### config.mk
export PLATFORM = sky130hd
export DESIGN_NAME = crc16_tx_framer_flat
export DESIGN_NICKNAME = d
export VERILOG_FILES = /design/src/rtl/crc16_tx_framer_if.sv /design/src/rtl/crc16_tx_framer.sv /design/src/flat_wrapper.sv
export SDC_FILE = /design/constraint.sdc
export NUM_CORES = 1
export LEC_CHECK = 0
export ABC_AREA = 1
export CAP_MARGIN = 15
export CELL_PAD_IN_SITES_DETAIL_PLACEMENT = 2
export CELL_PAD_IN_SITES_GLOBAL_PLACEMENT = 2
export CORE_AREA = 2 2 107 109
export CTS_BUF_LIST = sky130_fd_sc_hd__clkbuf_8
export CTS_CLUSTER_DIAMETER = 40
export DETAILED_ROUTE_END_ITERATION = 10
export DIE_AREA = 0 0 109 111
export PLACE_DENSITY_LB_ADDON = 0.1
export SYNTH_ARGS = -nofsm -noshare
export SYNTH_HDL_FRONTEND = slang
export SYNTH_SLANG_ARGS = --single-unit
export TNS_END_PERCENT = 5
### constraint.sdc
create_clock -name clck -period 4.38 [get_ports clck]
set_input_delay 1.314 -clock clck [delete_from_list [all_inputs] [get_ports clck]]
set_output_delay 1.314 -clock clck [all_outputs]
set_load 0.01 [all_outputs]
### src/rtl/crc16_tx_framer_if.sv
// Handshake, serial stream and status signals of the CRC-16 transmit framer.
// The framer connects through the slave modport, its driver through master.
interface crc16_tx_framer_if #(
    parameter int unsigned LEN_W = 6
);
    logic             go;
    logic [LEN_W-1:0] frame_len;
    logic [7:0]       in_byte;
    logic             in_valid;
    logic             in_ready;
    logic             tx_en;
    logic             tx_bit;
    logic             tx_valid;
    logic             tx_last;
    logic             busy;
    logic             done;
    logic [15:0]      crc_out;

    modport master (
        output go, frame_len, in_byte, in_valid, tx_en,
        input  in_ready, tx_bit, tx_valid, tx_last, busy, done, crc_out
    );

    modport slave (
        input  go, frame_len, in_byte, in_valid, tx_en,
        output in_ready, tx_bit, tx_valid, tx_last, busy, done, crc_out
    );
endinterface

### src/rtl/crc16_tx_framer.sv
// Serializes payload bytes MSB first and appends a CRC-16 (poly 0x8005, no reflection),
// so a matching serial checker preset to CRC_INIT ends the frame at zero.
module crc16_tx_framer #(
    parameter int unsigned LEN_W    = 6,
    parameter logic [15:0] CRC_INIT = 16'hFFFF
) (
    input logic              clck,
    input logic              start,
    crc16_tx_framer_if.slave bus
);
    typedef enum logic [2:0] {StIdle, StLoad, StData, StCrc, StDone} state_e;

    state_e           state_q;
    logic [LEN_W-1:0] byte_cnt_q;
    logic [3:0]       bit_cnt_q;
    logic [7:0]       shift_q;
    logic [15:0]      out_shift_q;
    logic [15:0]      crc_q;
    logic [15:0]      crc_d;
    logic [15:0]      crc_out_q;
    logic             fb;
    logic             in_ready_q;
    logic             tx_valid_q;
    logic             tx_last_q;
    logic             busy_q;
    logic             done_q;

    always_comb begin
        fb    = crc_q[15] ^ shift_q[7];
        crc_d = {crc_q[14] ^ fb, crc_q[13:2], crc_q[1] ^ fb, crc_q[0], fb};
    end

    always_ff @(posedge clck) begin
        if (start) begin
            state_q     <= StIdle;
            byte_cnt_q  <= '0;
            bit_cnt_q   <= '0;
            shift_q     <= '0;
            out_shift_q <= '0;
            crc_q       <= CRC_INIT;
            crc_out_q   <= '0;
            in_ready_q  <= 1'b0;
            tx_valid_q  <= 1'b0;
            tx_last_q   <= 1'b0;
            busy_q      <= 1'b0;
            done_q      <= 1'b0;
        end else begin
            done_q <= 1'b0;
            case (state_q)
                StIdle: begin
                    if (bus.go) begin
                        byte_cnt_q <= bus.frame_len;
                        crc_q      <= CRC_INIT;
                        bit_cnt_q  <= '0;
                        busy_q     <= 1'b1;
                        // An empty frame sends only the preset CRC.
                        if (bus.frame_len == '0) begin
                            state_q     <= StCrc;
                            out_shift_q <= CRC_INIT;
                            crc_out_q   <= CRC_INIT;
                            tx_valid_q  <= 1'b1;
                        end else begin
                            state_q    <= StLoad;
                            in_ready_q <= 1'b1;
                        end
                    end
                end
                StLoad: begin
                    if (bus.in_valid) begin
                        shift_q    <= bus.in_byte;
                        bit_cnt_q  <= '0;
                        state_q    <= StData;
                        in_ready_q <= 1'b0;
                        tx_valid_q <= 1'b1;
                    end
                end
                StData: begin
                    if (bus.tx_en) begin
                        crc_q     <= crc_d;
                        shift_q   <= {shift_q[6:0], 1'b0};
                        bit_cnt_q <= bit_cnt_q + 4'd1;
                        if (bit_cnt_q == 4'd7) begin
                            bit_cnt_q  <= '0;
                            byte_cnt_q <= byte_cnt_q - LEN_W'(1);
                            if (byte_cnt_q == LEN_W'(1)) begin
                                state_q     <= StCrc;
                                out_shift_q <= crc_d;
                                crc_out_q   <= crc_d;
                            end else begin
                                state_q    <= StLoad;
                                in_ready_q <= 1'b1;
                                tx_valid_q <= 1'b0;
                            end
                        end
                    end
                end
                StCrc: begin
                    if (bus.tx_en) begin
                        out_shift_q <= {out_shift_q[14:0], 1'b0};
                        bit_cnt_q   <= bit_cnt_q + 4'd1;
                        tx_last_q   <= (bit_cnt_q == 4'd14);
                        if (bit_cnt_q == 4'd15) begin
                            state_q    <= StDone;
                            bit_cnt_q  <= '0;
                            tx_valid_q <= 1'b0;
                            tx_last_q  <= 1'b0;
                            done_q     <= 1'b1;
                        end
                    end
                end
                StDone: begin
                    state_q <= StIdle;
                    busy_q  <= 1'b0;
                end
                default: state_q <= StIdle;
            endcase
        end
    end

    assign bus.tx_bit   = (state_q == StData) ? shift_q[7] :
                          (state_q == StCrc)  ? out_shift_q[15] : 1'b0;
    assign bus.in_ready = in_ready_q;
    assign bus.tx_valid = tx_valid_q;
    assign bus.tx_last  = tx_last_q;
    assign bus.busy     = busy_q;
    assign bus.done     = done_q;
    assign bus.crc_out  = crc_out_q;
endmodule

### src/flat_wrapper.sv
// flat-port wrapper written by rule: the top's interface ports become plain ports
module crc16_tx_framer_flat 
#(
    parameter int unsigned LEN_W    = 6,
    parameter logic [15:0] CRC_INIT = 16'hFFFF
)
  (clck, start, bus_go, bus_frame_len, bus_in_byte, bus_in_valid, bus_tx_en, bus_in_ready, bus_tx_bit, bus_tx_valid, bus_tx_last, bus_busy, bus_done, bus_crc_out);
  crc16_tx_framer_if #(.LEN_W(LEN_W)) bus_i ();
  input logic clck;
  input logic start;
  input wire logic [$bits(bus_i.go)-1:0] bus_go;
  input wire logic [$bits(bus_i.frame_len)-1:0] bus_frame_len;
  input wire logic [$bits(bus_i.in_byte)-1:0] bus_in_byte;
  input wire logic [$bits(bus_i.in_valid)-1:0] bus_in_valid;
  input wire logic [$bits(bus_i.tx_en)-1:0] bus_tx_en;
  output wire logic [$bits(bus_i.in_ready)-1:0] bus_in_ready;
  output wire logic [$bits(bus_i.tx_bit)-1:0] bus_tx_bit;
  output wire logic [$bits(bus_i.tx_valid)-1:0] bus_tx_valid;
  output wire logic [$bits(bus_i.tx_last)-1:0] bus_tx_last;
  output wire logic [$bits(bus_i.busy)-1:0] bus_busy;
  output wire logic [$bits(bus_i.done)-1:0] bus_done;
  output wire logic [$bits(bus_i.crc_out)-1:0] bus_crc_out;
  assign bus_i.go = bus_go;
  assign bus_i.frame_len = bus_frame_len;
  assign bus_i.in_byte = bus_in_byte;
  assign bus_i.in_valid = bus_in_valid;
  assign bus_i.tx_en = bus_tx_en;
  assign bus_in_ready = bus_i.in_ready;
  assign bus_tx_bit = bus_i.tx_bit;
  assign bus_tx_valid = bus_i.tx_valid;
  assign bus_tx_last = bus_i.tx_last;
  assign bus_busy = bus_i.busy;
  assign bus_done = bus_i.done;
  assign bus_crc_out = bus_i.crc_out;
  crc16_tx_framer #(.LEN_W(LEN_W), .CRC_INIT(CRC_INIT)) u_core (.clck(clck), .start(start), .bus(bus_i));
endmodule
==> key figures, run 1 <==
Route
  – Pre-Repair DR Iteration Count: 4
  – Routed vias: ~3600
  – WL final: 10910 um
  – DRC Markers: 0
  – WL/cell: 15.07 um
  – DR vias/cell: 4.903
  – Post-route ant nets: 0
  – First DRT Iteration DRCs: 117

Logic synthesis
  – Syn_area_per_cell: 6.676 sq um
  – Syn nets: 568
  – Synth top area share: between 40% and 50%
  – Synth warnings: 0
  – Gate Count Post-Synth: 545
  – Post-synth ARST share: 0%
  – Cell taking the most area after synthesis: dfxtp_1
  – Main flop type after synthesis: dfxtp_1
  – Ranking of synthesized cells by area: dfxtp_1 (41%), nand2_1 (16%), nor2_1 (13%), nand3_1 (4.4%), inv_1 (3.5%)
  – Part of the Yosys area used for sequential elements: 40.72%
  – Mapped Area: 0.003638 sq mm
  – Most common cell in the netlist: nand2_1
  – Unique masters post-synth: 31
  – Commonest cells post-synth: nand2_1 (154), nor2_1 (130), dfxtp_1 (74)
  – Register bit total from synthesis: 74
  – Number of enable flip-flop cells after synthesis: 0

Power
  – Sequential fraction of design power: 35.4%
  – Clock power share: 16.1%
  – Leak: 1.902 nW
  – Comb pwr share: between 40% and 50%
  – Internal power: about 1.8 mW
  – Power Density: 762.6 mW/mm^2
  – Sw Pwr: 1.474 mW
  – VDD IR max: 0.2995 mV
  – Switching share of power: 44.81%

Layout
  – Nets: 600
  – Area occupied by multi-input gates: between 0.0015 and 0.002 sq mm
  – Final Non-Filler Cells: 724
  – Area delta synth->final: 18.57%
  – Fin util: 38.95%
  – Fillers: 1342
  – N_diodes: 0
  – Register area: 0.001481 sq mm
  – Share of layout cells above drive strength 1: about 5.7%

Placement
  – Placed cells: around 710
  – Global placer's final weighted congestion: 0.7526
  – IO Port Bufs: 40
  – Pre-CTS setup slack: 897.1 ps
  – DPL Wire Length: between 7000 and 8000 um

CTS
  – Clk slew on worst S/H paths: 80 ps
  – TritonCTS clock tree: built
  – Clock Latency Late Sink: approximately 360 ps
  – H-tree levels: 3
  – Post-CTS sizing: 0
  – Cts hold-fix bufs: 0
  – CTS buffer count: 9
  – Sink Count: 74
  – CTS root buffer: clkbuf_8
  – # Post-CTS Setup Buffers: 0
  – CTS max path bufs: 2

Critical path
  – Startpoint Class: flip-flop
  – WP data arrival: between 2000 and 2500 ps
  – Worst Reg2Reg Path Length in Cells: 9
  – Crit path required time: 3070 ps
  – CP Capture Type: output pin
  – Maximum fanout along the worst path: 8
  – Reg2reg setup slack: roughly 1800 ps
  – Crit Path Class: reg -> out

GRT
  – Total GRT Usage: 19.86%
  – Largest net degree at the start of global routing: 52
  – GRT Residual Overflow: 0
  – Vias in the first global route: around 3800
  – Initial antenna violation count: 0
  – First-pass GRT wire length: 19100 um

Hold path
  – Hold-critical path depth: 2
  – HP Class: reg -> reg

Timing
  – Unrepaired setup endpoints after global routing: no
  – Final hold vios: 0
  – Final period utilization: about four fifths
  – Fmax: 281.0 MHz
  – Max-slew headroom: 54.35%
  – Final TNS setup: 0 ps
  – Final Setup Violations: 0
  – Slew @ Worst Pin: 683.1 ps
  – Fin. max-slew vios: 0
  – Fin worst setup slack: 821.6 ps
  – Setup Skew: about 10 ps
  – Min Tclk post-route: 3558 ps

Flow run
  – Max-Cap Viols: 0

Die
  – DIE HEIGHT: about 110 um
  – Die Width: 109 um
  – Die area: 0.01210 sq mm
  – Initial Utilization: 32.85%
  – FP Rows: 39
  – Number of top-level pins: 41
  – Placeable Area: 0.01108 sq mm

Outcome
  – Status: finished, final reports clean
-- worst max-delay path: stages (launching register included) --
cell and delay [ps]:
dfxtp_1 420, inv_1 210, nand3_1 310, o22ai_1 340, clkdlybuf4s50_1 590
-- sequential cells by signal, indices dropped and copies added, names as in the netlist --
signal,flops
u_core.bus.in_ready,1
u_core.out_shift_q,16
u_core.state_q,3
u_core.bus.tx_last,1
u_core.bus.busy,1
u_core.bit_cnt_q,4
u_core.bus.tx_valid,1
u_core.bus.done,1
u_core.crc_q,16
u_core.byte_cnt_q,6
u_core.bus.crc_out,16
u_core.shift_q,8
-- layer usage --
| layer | global-route usage [%] | vias to the layer above | wire [um] |
|---|---|---|---|
| li1 | - | 1791 | - |
| met1 | 28.75 | 1707 | 5616 |
| met2 | 29.77 | 41 | 4863 |
| met3 | 2.410 | 11 | 272 |
| met4 | 7.692 | 0 | 159 |
| met5 | 0 | - | 0 |
-- path summary, 6_finish.rpt --
check	end	start
worst min-delay path	u_core.shift_q[0]	u_core.shift_q[0]
worst min register to register	u_core.shift_q[0]	u_core.shift_q[0]
worst max register to register	u_core.bus.crc_out[8]	u_core.state_q[2]
worst max-delay path	bus_tx_bit	u_core.state_q[2]
-- layout by cell type (no fill, tap or decap), types with 2 or more instances in the layout --
master / instances
o21a_1: 12
a21oi_1: 17
nand2_2: 2
nor2_2: 2
clkbuf_8: 9
a31oi_1: 2
buf_4: 4
nor3_1: 2
nand4_1: 3
clkinv_2: 2
xor2_1: 3
nand3_2: 3
nor2_4: 3
nand2_1: 154
nand3b_1: 2
nand3_1: 32
clkdlybuf4s50_1: 40
mux2i_1: 2
nor2_1: 130
inv_2: 3
o21ai_0: 17
ha_1: 4
o211ai_1: 15
dfxtp_1: 74
inv_1: 35
-- through the flow --
| step | hold WS, ps | cell area (sq um) | power, mW |
|---|---|---|---|
| after CTS | 470.1 | 4314 | 3.343 |
| after global placement | 435.8 | 4130 | 2.707 |
| after detailed placement | 458.9 | 4130 | 2.794 |
| final | 465.9 | 4314 | 3.290 |
| after global routing | 503.6 | 4314 | 3.624 |
| after floorplan | 441.0 | 3638 | 2.284 |
-- power groups by stage --
stage               clock, mW  sequential [mW]  combinational, mW
floorplan                   0             1.17               1.11
global placement            0             1.16               1.54
detailed placement          0             1.19               1.61
CTS                     0.550             1.17               1.62
global route            0.575             1.21               1.84
finish                  0.531             1.17               1.59
-- cells by family after synthesis --
logic type	count (synthesis)	synth area share [%]
XOR/XNOR	4	0.9630
AO/OA/AOI/OAI	66	11.14
AND/OR/NAND/NOR	334	37.65
buffers and inverters	61	7.599
adder cells (fa/ha/maj)	4	1.376
flip-flops	74	40.72
multiplexers	2	0.5502
-- final cells by class --
class,count,share of cell area (%)
well taps,143,4.147
clock buffers,9,2.871
clock inverters,6,1.392
repair buffers,45,10.44
multi-input cells,410,43.59
inverters,37,3.219
flip-flops and latches,74,34.34
Note: power is estimated with default switching activity, not from simulation.
==> inputs of run 2 (changes only) <==
- CORE_AREA: 2 2 107 109 -> 2 2 110 112
- DIE_AREA: 0 0 109 111 -> 0 0 112 114
- clock period: 4.38 -> 3.3 ns (I/O delays scaled with it)
==> run 2 against run 1 <==
Effect of this change:
- clock-buffer cell count increased by 1
- critical endpoint unchanged
- critical path type unchanged
- highest routed layer unchanged
- cell count up 1.5%
- global-route usage down 1.3 points
- sequential power up 33%
==> key figures, run 2 (synthesis gave the netlist of run 1 again) <==
Critical path
  – Crit Path Class: reg -> out
  – Maximum fanout along the worst path: 7
  – Startpoint Class: flip-flop
  – Crit path required time: ~2300 ps
  – Critical Path Start: u_core.state_q[2]
  – Critical Path Sink: bus_tx_bit
  – CP Capture Type: output pin
  – Reg2reg setup slack: 850 ps
  – Reg2reg end: u_core.bus.crc_out[13]
  – Worst Reg2Reg Path Length in Cells: 11
  – WP data arrival: 1910 ps
  – Worst R2R Start: u_core.state_q[2]

Route
  – Pre-Repair DR Iteration Count: 4
  – DR vias/cell: 4.818
  – Post-route ant nets: 0
  – First DRT Iteration DRCs: around 100
  – WL/cell: 15.14 um
  – Routed vias: between 3000 and 4000
  – WL final: 11130 um
  – DRC Markers: 0

Power
  – Tot Pwr: ~4.5 mW
  – VDD IR max: 0.4040 mV
  – Leak: 1.948 nW
  – Power Density: 1029 mW/mm^2

Outcome
  – Status: finished, final reports clean

Timing
  – Fmax: approximately 340 MHz
  – Final TNS setup: 0 ps
  – Min Tclk post-route: around 2900 ps
  – Max-slew headroom: approximately two thirds
  – Final period utilization: 87.87%
  – Unrepaired setup endpoints after global routing: no
  – Final hold vios: 0
  – Fin. max-slew vios: 0
  – Setup Skew: 11.20 ps
  – Final Setup Violations: 0
  – Slew @ Worst Pin: slightly below 500 ps

CTS
  – CTS buffer count: 9
  – Sink Count: between 70 and 80
  – CTS root buffer: clkbuf_8
  – TritonCTS clock tree: built
  – # Post-CTS Setup Buffers: 0
  – H-tree levels: 3
  – Clk slew on worst S/H paths: around 70 ps
  – Cts hold-fix bufs: 0
  – Clock Latency Late Sink: 370 ps
  – Post-CTS sizing: 0
  – CTS max path bufs: 2

GRT
  – Initial antenna violation count: 0
  – Total GRT Usage: 18.53%
  – Met2 GRT Util: between 30% and 40%
  – First-pass GRT wire length: 18950 um
  – Top Usage Layer GRT: met2
  – Met1 Usage GRT: around a quarter
  – Vias in the first global route: 3803
  – GRT met3 Usage: 4.038%
  – GRT Residual Overflow: 0
  – Largest net degree at the start of global routing: 64

Hold path
  – HP Class: reg -> reg

Die
  – Die area: between 0.01 and 0.015 sq mm
  – FP Rows: 40
  – Initial Utilization: a little under a third
  – DIE HEIGHT: 114 um
  – Placeable Area: 0.01171 sq mm
  – Number of top-level pins: 41
  – Die Width: 112 um

Layout
  – N_diodes: 0
  – Area delta synth->final: 20.91%
  – Fillers: between 1000 and 1500
  – Share of layout cells above drive strength 1: 6.803%
  – Most frequent cells in the layout: nand2_1 (154), nor2_1 (130), dfxtp_1 (74)
  – Commonest non-fill, non-tap cell in the layout: nand2_1
  – Nets: about 600
  – Final Non-Filler Cells: 735

Placement
  – DPL Wire Length: 7928 um
  – Placed cells: 719
  – Global placer's final weighted congestion: 0.7851
  – IO Port Bufs: 40

Flow run
  – Max-Cap Viols: 0
==> run 2: cell type report <==
cell class	instances	area (sq um)	share of cell area, %
multi-input combinational	410	1881	42.75
sequential	74	1481	33.67
timing repair buffer	51	495.5	11.26
tap	147	183.9	4.181
inverter	37	138.9	3.157
clock buffer	10	137.6	3.129
clock inverter	6	81.33	1.849
==> run 2: where the power goes <==
| part | switching [mW] | internal (mW) |
|---|---|---|
| Combinational | 1.36 | 0.809 |
| Clock | 0.357 | 0.441 |
| Sequential | 0.257 | 1.30 |
==> run 2: worst min-delay path by stage <==
stage	from	endpoint	slack (ps)	depth (start not counted)
finish	u_core.bus.in_ready	u_core.bus.in_ready	450	2
global route	u_core.bus.in_ready	u_core.bus.in_ready	480	2
CTS	u_core.bus.in_ready	u_core.bus.in_ready	460	2
detailed placement	u_core.bus.in_ready	u_core.bus.in_ready	450	2
global placement	u_core.bus.in_ready	u_core.bus.in_ready	450	2
floorplan	u_core.shift_q[0]	u_core.shift_q[0]	440	2
==> run 2: metrics by stage <==
stage	hold WS [ps]	cell area [sq um]	utilization [%]	setup WS [ps]
global route	480.4	4399	37.56	264.2
finish	452.3	4399	37.56	400.4
floorplan	441.0	3638	-	1237
detailed placement	446.7	4180	35.69	508.1
CTS	458.5	4399	37.56	374.4
global placement	445.7	4180	35.69	622.9
==> run 2: worst max-delay path: stages (launching register included) <==
cell and delay [ps]:
dfxtp_1 400, inv_1 220, nand3_1 140, o22ai_1 220, clkdlybuf4s50_1 570
==> run 2: routing by layer <==
metal,vias to the layer above,wire [um]
met5,-,0
met4,0,117
met3,8,349
met2,40,5066
met1,1694,5592
li1,1799,-
